### config.mk
export PLATFORM = sky130hd
export DESIGN_NAME = sram_mem_controller_flat
export DESIGN_NICKNAME = d
export VERILOG_FILES = /design/src/rtl/sram_mem_controller_if.sv /design/src/rtl/sram_mem_controller.sv /design/src/flat_wrapper.sv
export SDC_FILE = /design/constraint.sdc
export NUM_CORES = 1
export LEC_CHECK = 0
export CELL_PAD_IN_SITES_DETAIL_PLACEMENT = 1
export CELL_PAD_IN_SITES_GLOBAL_PLACEMENT = 1
export CORE_UTILIZATION = 38
export DETAILED_ROUTE_END_ITERATION = 8
export PLACE_DENSITY = 0.81
export SETUP_SLACK_MARGIN = 0.4
export SYNTH_ARGS = -nofsm -noshare
export SYNTH_HDL_FRONTEND = slang
export SYNTH_SLANG_ARGS = --single-unit
### constraint.sdc
create_clock -name clk -period 4.7 [get_ports clk]
set_input_delay 0.47 -clock clk [delete_from_list [all_inputs] [get_ports clk]]
set_output_delay 0.47 -clock clk [all_outputs]
set_load 0.005 [all_outputs]
### src/rtl/sram_mem_controller_if.sv
// MEM-stage side of the SRAM data-memory controller: request, address/data and
// the ready/addr_err status returned to the pipeline.
interface sram_mem_controller_if;
  logic        rd_en;
  logic        wr_en;
  logic [31:0] address;
  logic [31:0] write_data;
  logic [31:0] read_data;
  logic        ready;
  logic        addr_err;

  modport master (
    output rd_en, wr_en, address, write_data,
    input  read_data, ready, addr_err
  );

  modport slave (
    input  rd_en, wr_en, address, write_data,
    output read_data, ready, addr_err
  );
endinterface

### src/rtl/sram_mem_controller.sv
// Splits each 32-bit MEM-stage access into two 16-bit async SRAM phases and stalls
// the pipeline via ready. Optional address range check: SRAM_RANGE_CHECK_EN.
module sram_mem_controller #(
  parameter int unsigned WAIT_CYCLES = 2,
  parameter logic [31:0] DATA_BASE   = 32'd1024
) (
  input  logic                  clk,
  input  logic                  rst,
  sram_mem_controller_if.slave  bus,
  output logic [17:0]           sram_addr,
  output logic [15:0]           sram_dq_o,
  input  logic [15:0]           sram_dq_i,
  output logic                  sram_dq_oe,
  output logic                  sram_we_n
);

  localparam logic [1:0] IDLE = 2'd0;
  localparam logic [1:0] LOW  = 2'd1;
  localparam logic [1:0] HIGH = 2'd2;
  localparam logic [1:0] DONE = 2'd3;

  localparam logic [3:0] LAST_CNT = 4'(WAIT_CYCLES - 1);

  logic [1:0]  state_q, state_d;
  logic [3:0]  cnt_q, cnt_d;
  logic        is_write_q, is_write_d;
  logic [31:0] wdata_q, wdata_d;
  logic [16:0] word_q, word_d;
  logic [15:0] rlow_q, rlow_d;
  logic [31:0] read_data_q, read_data_d;
  logic [17:0] sram_addr_q, sram_addr_d;
  logic [15:0] sram_dq_o_q, sram_dq_o_d;
  logic        sram_dq_oe_q, sram_dq_oe_d;
  logic        sram_we_n_q, sram_we_n_d;
  logic        addr_err_q, addr_err_d;

  logic [31:0] offset;
  logic [16:0] word_idx;
  logic        out_of_range;
  logic        request;

  assign offset   = bus.address - DATA_BASE;
  assign word_idx = offset[18:2];
  assign request  = bus.wr_en | bus.rd_en;

`ifdef SRAM_RANGE_CHECK_EN
  assign out_of_range = (bus.address < DATA_BASE) || (offset[31:19] != 13'd0);
`else
  assign out_of_range = 1'b0;
`endif

  always_comb begin
    state_d      = state_q;
    cnt_d        = cnt_q;
    is_write_d   = is_write_q;
    wdata_d      = wdata_q;
    word_d       = word_q;
    rlow_d       = rlow_q;
    read_data_d  = read_data_q;
    sram_addr_d  = sram_addr_q;
    sram_dq_o_d  = sram_dq_o_q;
    sram_dq_oe_d = sram_dq_oe_q;
    sram_we_n_d  = sram_we_n_q;
    addr_err_d   = 1'b0;

    case (state_q)
      IDLE: begin
        if (request) begin
          // Write wins when both requests are raised together.
          is_write_d = bus.wr_en;
          wdata_d    = bus.write_data;
          word_d     = word_idx;
          cnt_d      = 4'd0;
          if (out_of_range) begin
            state_d    = DONE;
            addr_err_d = 1'b1;
            if (!bus.wr_en) read_data_d = 32'd0;
          end else begin
            state_d      = LOW;
            sram_addr_d  = {word_idx, 1'b0};
            sram_dq_o_d  = bus.wr_en ? bus.write_data[15:0] : sram_dq_o_q;
            sram_dq_oe_d = bus.wr_en;
            sram_we_n_d  = ~bus.wr_en;
          end
        end
      end

      LOW: begin
        if (cnt_q == LAST_CNT) begin
          state_d     = HIGH;
          cnt_d       = 4'd0;
          rlow_d      = sram_dq_i;
          sram_addr_d = {word_q, 1'b1};
          sram_dq_o_d = is_write_q ? wdata_q[31:16] : sram_dq_o_q;
          sram_we_n_d = ~is_write_q;
        end else begin
          cnt_d       = cnt_q + 4'd1;
          // Strobe released one cycle early so data and address are held past it.
          sram_we_n_d = is_write_q ? (cnt_q + 4'd1 == LAST_CNT) : 1'b1;
        end
      end

      HIGH: begin
        if (cnt_q == LAST_CNT) begin
          state_d      = DONE;
          cnt_d        = 4'd0;
          sram_dq_oe_d = 1'b0;
          sram_we_n_d  = 1'b1;
          if (!is_write_q) read_data_d = {sram_dq_i, rlow_q};
        end else begin
          cnt_d       = cnt_q + 4'd1;
          sram_we_n_d = is_write_q ? (cnt_q + 4'd1 == LAST_CNT) : 1'b1;
        end
      end

      DONE: state_d = IDLE;

      default: state_d = IDLE;
    endcase
  end

  always_ff @(posedge clk or posedge rst) begin
    if (rst) begin
      state_q      <= IDLE;
      cnt_q        <= 4'd0;
      is_write_q   <= 1'b0;
      wdata_q      <= 32'd0;
      word_q       <= 17'd0;
      rlow_q       <= 16'd0;
      read_data_q  <= 32'd0;
      sram_addr_q  <= 18'd0;
      sram_dq_o_q  <= 16'd0;
      sram_dq_oe_q <= 1'b0;
      sram_we_n_q  <= 1'b1;
      addr_err_q   <= 1'b0;
    end else begin
      state_q      <= state_d;
      cnt_q        <= cnt_d;
      is_write_q   <= is_write_d;
      wdata_q      <= wdata_d;
      word_q       <= word_d;
      rlow_q       <= rlow_d;
      read_data_q  <= read_data_d;
      sram_addr_q  <= sram_addr_d;
      sram_dq_o_q  <= sram_dq_o_d;
      sram_dq_oe_q <= sram_dq_oe_d;
      sram_we_n_q  <= sram_we_n_d;
      addr_err_q   <= addr_err_d;
    end
  end

  assign bus.ready     = ((state_q == IDLE) & ~bus.rd_en & ~bus.wr_en) | (state_q == DONE);
  assign bus.read_data = read_data_q;
  assign bus.addr_err  = addr_err_q;
  assign sram_addr     = sram_addr_q;
  assign sram_dq_o     = sram_dq_o_q;
  assign sram_dq_oe    = sram_dq_oe_q;
  assign sram_we_n     = sram_we_n_q;

endmodule
### src/flat_wrapper.sv
// flat-port wrapper written by rule: the top's interface ports become plain ports
module sram_mem_controller_flat 
#(
  parameter int unsigned WAIT_CYCLES = 2,
  parameter logic [31:0] DATA_BASE   = 32'd1024
)
  (clk, rst, sram_addr, sram_dq_o, sram_dq_i, sram_dq_oe, sram_we_n, bus_rd_en, bus_wr_en, bus_address, bus_write_data, bus_read_data, bus_ready, bus_addr_err);
  sram_mem_controller_if bus_i ();
  input  logic clk;
  input  logic rst;
  output logic [17:0] sram_addr;
  output logic [15:0] sram_dq_o;
  input  logic [15:0] sram_dq_i;
  output logic sram_dq_oe;
  output logic sram_we_n;
  input wire logic [$bits(bus_i.rd_en)-1:0] bus_rd_en;
  input wire logic [$bits(bus_i.wr_en)-1:0] bus_wr_en;
  input wire logic [$bits(bus_i.address)-1:0] bus_address;
  input wire logic [$bits(bus_i.write_data)-1:0] bus_write_data;
  output wire logic [$bits(bus_i.read_data)-1:0] bus_read_data;
  output wire logic [$bits(bus_i.ready)-1:0] bus_ready;
  output wire logic [$bits(bus_i.addr_err)-1:0] bus_addr_err;
  assign bus_i.rd_en = bus_rd_en;
  assign bus_i.wr_en = bus_wr_en;
  assign bus_i.address = bus_address;
  assign bus_i.write_data = bus_write_data;
  assign bus_read_data = bus_i.read_data;
  assign bus_ready = bus_i.ready;
  assign bus_addr_err = bus_i.addr_err;
  sram_mem_controller #(.WAIT_CYCLES(WAIT_CYCLES), .DATA_BASE(DATA_BASE)) u_core (.clk(clk), .rst(rst), .bus(bus_i), .sram_addr(sram_addr), .sram_dq_o(sram_dq_o), .sram_dq_i(sram_dq_i), .sram_dq_oe(sram_dq_oe), .sram_we_n(sram_we_n));
endmodule
# Word-level counts from Yosys, hierarchy flattened
# Index checks and enable logic that the tools add are counted.
# Widths: inputs -> output; s select.
[classes] add_sub_neg=2 n_eq_ne=10 reduce_logical=15 bitwise_logic=7 muxes=23
[ops] operator="$mux 16" n=4
[ops] operator="$mux 18" n=2
[ops] operator="$pmux 18 s2" n=1
[ops] operator="$pmux 16 s2" n=1
[ops] operator="$sub 19x11->19 const B" n=1
[ops] operator="$reduce_and 3->1" n=4
[ops] operator="$eq 4x1->1 const B" n=2
[ops] operator="$mux 4" n=2
[ops] operator="$ne 2x1->1 const B" n=4
[ops] operator="$pmux 2 s4" n=1
[ops] operator="$pmux 4 s2" n=1
[ops] operator="$reduce_and 2->1" n=4
[ops] operator="$mux 1" n=6
[ops] operator="$mux 2" n=3
[ops] operator="$reduce_bool 2->1" n=3
[ops] operator="$reduce_and 5->1" n=1
[ops] operator="$add 4x1->4 const B" n=1
[ops] operator="$eq 2x2->1 const B" n=2
[ops] operator="$not 1->1" n=3
[ops] operator="$pmux 1 s3" n=1
[ops] operator="$reduce_bool 3->1" n=1
[ops] operator="$and 1x1->1" n=2
[ops] operator="$eq 2x1->1 const B" n=1
[ops] operator="$logic_not 2->1" n=1
[ops] operator="other kinds (4)" n=5
[word_totals] inputBits=84 output_inout_bits=70 regBits=140 word_cells=68

# Logic depth before layout (Yosys ltp)
[logic_depth] depth_word=5 mapped_depth=8 mapped_depth_nobuf=6

# Least setup slack after synthesis
# No wires, ideal clock.
[synth_path] path_type="register -> register" from="reg u_core.state_q[0]" to="reg u_core.sram_dq_o_q[0] (netlist: u_core.sram_dq_o[0])" slack_ns=2.871 setup_time_ns=0.125 required_time_ns=4.575 synth_period_minus_slack_ns=1.829 arrival_ns=1.703 path_buffers=2 path_stages_with_launch=9 path_cell_list="dfrtp_1 > inv_1 > ha_1 > buf_4 > nor2b_1 > a21oi_4 > nor2_8 > buf_8 > mux2_4"
[synth_between] elab_chain_len=3 word_cells_on_any_way=9 cone_classes="eq/ne (5); mux (1); reduce/logical (3)"
[synth_rtl] item="start: declaration" line="sram_mem_controller.sv:24" source="logic [1:0] state_q, state_d;"
[synth_rtl] item="start signal: assignment" line="sram_mem_controller.sv:137" source="state_q <= state_d;"
[synth_rtl] item="$eq 2x1->1 or $logic_not 2->1 (tied branches)" line="sram_mem_controller.sv:66" source="case (state_q)"
[synth_rtl] item="$ne 2x1->1 (no source line), or another cell as far along"
[synth_rtl] item="$reduce_and 5->1 (no source line)"
[synth_rtl] item="end signal: assignment" line="sram_mem_controller.sv:145" source="sram_dq_o_q <= sram_dq_o_d;"
[synth_rtl] item="end: declaration" line="sram_mem_controller.sv:32" source="logic [15:0] sram_dq_o_q, sram_dq_o_d;"
# Several ways; a longest one is shown, not always the timed one.
# A chain may end at the register's enable or synchronous reset.

# Worst setup path in the final report
[layout_path] from="reg u_core.state_q[1]" to="out bus_ready"
[layout_between] elab_chain_len=4 word_cells_on_any_way=5 cone_classes="eq/ne (1); bitwise (3); reduce/logical (1)"
[layout_rtl] item="$logic_not 2->1" line="sram_mem_controller.sv:152" source="assign bus.ready = ((state_q == IDLE) & ~bus.rd_en & ~bus.wr_en) | (state_q == DONE);"
[layout_rtl] item="$and 1x1->1 (2 in a row)" line="sram_mem_controller.sv:152"
[layout_rtl] item="$or 1x1->1 (*)" line="sram_mem_controller.sv:152"
[layout_rtl] item="end: declaration" line="flat_wrapper.sv:21" source="output wire logic [$bits(bus_i.ready)-1:0] bus_ready;"
# Mark *: on every way between the ends. The rest lies on a longest branch, timed or not.

==> run summary <==
Die ar. = 0.0149 sq mm
r2r endpoint = u_core.sram_addr[12]$_DFFE_PP0P_
area share of xor/xnor cells in the synthesized design = 1.12%
Post-CTS Hold Buffers = 0
worst hold path class = flop to flop
DR pass1 iterations = 4
EDFF count, synth = 0
slowest cell on the critical path = or3b_1
DRC = 0
Area Growth Syn to Fin = 38.6%
Synth Warn # = 0
core area = 0.0139 sq mm
Post CTS Setup Buffer Count = 0
met3 Use GR = 5.57%
Final TNS setup = 0 ns
M1 GR Usage = 22.7%
most used routing layer = met2
cells along the critical path = inv_1, ha_1, or3b_1, nand2b_1, clkdlybuf4s50_1
Pwr per Cell Area = 730 mW/mm^2
Max H-tree Level = 4
Max IR drop VDD = 0.401 mV
Post-Synth Simple-Gate Area = 6.59%
largest family of logic cells by synthesized area = multiplexers
floorplan row count = 43
synthesized area per cell = 13.5 sq um
vias per cell = 5.10
FILL cells = 1401
top cell type's share of synthesized area = 56.3%
DRT iter0 DRCs = 135
post-synthesis compound-gate area fraction = 5.43%
global-route usage over all layers = 20.3%
CTS tree = built
Reg clk slew, reported paths = 0.05 ns
Clock Latency Late Sink = 0.42 ns
syn nets = 498
first-pass GRT wire length = 22.5 mm
ratio of cells with drive above 1 in the final layout = 28.1%
die height = 122 um
CTS root buffer = clkbuf_16
Req. time, crit path = 4.23 ns
worst r2r src = u_core.state_q[1]$_DFFE_PP0P_
register area share after synthesis = 56.8%
Yosys reg bits = 124
async set-reset flop share out of synthesis = 100%
antenna-violating nets left = 0
met2 Use GR = 35.4%
Worst Skew = 0.00894 ns
delay-heaviest family, CP = simple AND/OR/NAND/NOR gates
Hold Crit Depth = 2
CTS resizes = 0
Max FO, Critical Path = 11
Hold EP = u_core.sram_addr[2]$_DFFE_PP0P_
vias in the first global route = 4263
post-synthesis mux area share = 25.0%
adder-cell share of the synthesized area = 1.83%
largest net degree at the start of global routing = 71
Ant. Diodes = 0
hpwl dp = 9.19 mm
Fin. Hold Viols = 0
nets@finish = 637
IO Port Bufs = 137
slew margin rel. = 36.6%
distinct cell type count after synthesis = 45
R2R setup slack = 2.15 ns
Final period util = 66.6%
total CTS buffers = 17
Leak = 3.16 nW
top post-synthesis cells by area = dfrtp_1 (56%), mux2_2 (20%), mux2_4 (2.7%)
Synth Cell Area = 0.00547 sq mm
max incr delay on CP = 0.60 ns
Max Freq = 0.319 GHz
endpoints failing setup = 0
kind of critical path = flop to primary output
CP Data Arrival Time = 2.66 ns
num ports = 154
Sink Count = 124
fin. max-slew vios = 0
Most used DFF post-synth = dfrtp_1
Placer Congestion = 0.720
die width = 122 um
routed len/inst = 18.9 um
clock buffer depth = 2
initial antenna violation count = 0
fin crit period = 3.13 ns
synthesized instance count = 406
WP buf/inv = 2
RSZ-0062 raised after global routing = no
startpoint types = flop
Initial Utilization = 39.2%
post-synth top area cell = dfrtp_1
via count = 3751
GRT overflow = 0
total length of routed wires = 13.9 mm
Worst-Margin Slew = 0.948 ns
run status = finished clean
reg2reg path depth = 6
Crit. End Element = primary output
hold path startpoint = u_core.sram_addr[2]$_DFFE_PP0P_
max_cap viols = 0
Core Util, Final = 54.4%
## metal layers
layer / vias to the layer above / share of wire, %
met5: - / 0
met4: 0 / 2.7
met3: 25 / 4.2
met2: 95 / 54
met1: 1925 / 39
li1: 1706 / -
## cells in the mapped netlist (6+ instances only)
master and number:
mux2_4 10, o21ai_0 25, inv_1 8, mux2_2 99
a21oi_1 6, buf_2 10, dfrtp_1 123, ha_1 8
mux2i_1 10, nand2_1 33, nor2_1 8
## tightest hold or removal path: stages (launching register included)
cell and delay (ns):
dfrtp_1 0.34, nand2_1 0.05, o21ai_0 0.06
## registers in the layout, indices dropped and copies added (netlist names)
register and count:
u_core.cnt_q 4, u_core.sram_we_n 1, u_core.sram_dq_oe 1, u_core.wdata_q 16, u_core.sram_addr 18, u_core.sram_dq_o 16
u_core.is_write_q 1, u_core.bus.read_data 32, u_core.state_q 2, u_core.rlow_q 16, u_core.word_q 17
## area by class of cell
type | count | area (sq um) | share of cell area (%)
clock inverter | 6 | 82.6 | 1.09
multi-input combinational | 252 | 2200 | 29.1
clock buffer | 24 | 522 | 6.89
inverter | 8 | 32.5 | 0.429
sequential | 124 | 3100 | 41.0
tap | 180 | 225 | 2.97
timing repair buffer | 142 | 1410 | 18.6
## logic make-up after synthesis
kind of cell / after synthesis
other: 1
DFF: 124
adders and majority gates: 8
xor gates and xnor gates: 7
buffers and inverters: 30
and+or+nand+nor: 69
AOI/OAI and AO/OA: 48
muxes: 119
## metrics by stage
| stage | cell area, sq um | setup slack, ns | power (mW) | std cells | hold WS (ns) |
|---|---|---|---|---|---|
| finish | 7580 | 1.57 | 5.53 | 736 | 0.479 |
| global route | 7580 | 1.41 | 5.86 | 736 | 0.514 |
| CTS | 7580 | 1.53 | 5.59 | 736 | 0.487 |
| detailed placement | 6970 | 1.91 | 4.20 | 706 | 0.475 |
| global placement | 6970 | 1.91 | 4.06 | 706 | 0.463 |
| floorplan | 5470 | 0.932 | 3.20 | 406 | 0.450 |
## placed cells by master (no fill, tap or decap), types with 2 or more instances in the layout
cell type        count
bufinv_16            2
or2_2                2
mux2_4              10
o211ai_1             4
mux2_2              99
xnor2_1              3
clkdlybuf4s50_1    137
nor3_1               4
dfrtp_1            123
nand3_1              3
mux2i_1             10
nand4_1              4
o21ai_0             25
inv_1                7
nand2b_1             2
ha_1                 7
a21oi_1              6
nor2b_1              2
nand2_1             33
buf_4                5
clkinv_2             3
nor2_1               8
nor3b_1              4
a22o_1               4
xor2_1               4
clkbuf_16           17
clkbuf_8             7
## worst max-delay path by stage
stage | endpoint | from | depth (start not counted) | slack, ns
global route | bus_ready | u_core.state_q[0]$_DFFE_PP0P_ | 5 | 1.41
global placement | bus_ready | bus_wr_en | 4 | 1.91
detailed placement | bus_ready | bus_wr_en | 4 | 1.91
finish | bus_ready | u_core.state_q[1]$_DFFE_PP0P_ | 5 | 1.57
floorplan | u_core.bus.read_data[0]$_DFFE_PP0P_ | rst | 1 | 0.93
CTS | bus_ready | u_core.state_q[0]$_DFFE_PP0P_ | 5 | 1.53
## report_power, final
part | switching (mW) | internal, mW | total, mW
clock network | 0.461 | 0.870 | 1.33
registers | 0.321 | 1.62 | 1.94
logic | 0.918 | 1.34 | 2.26
Power figures use the tool's default switching activity.
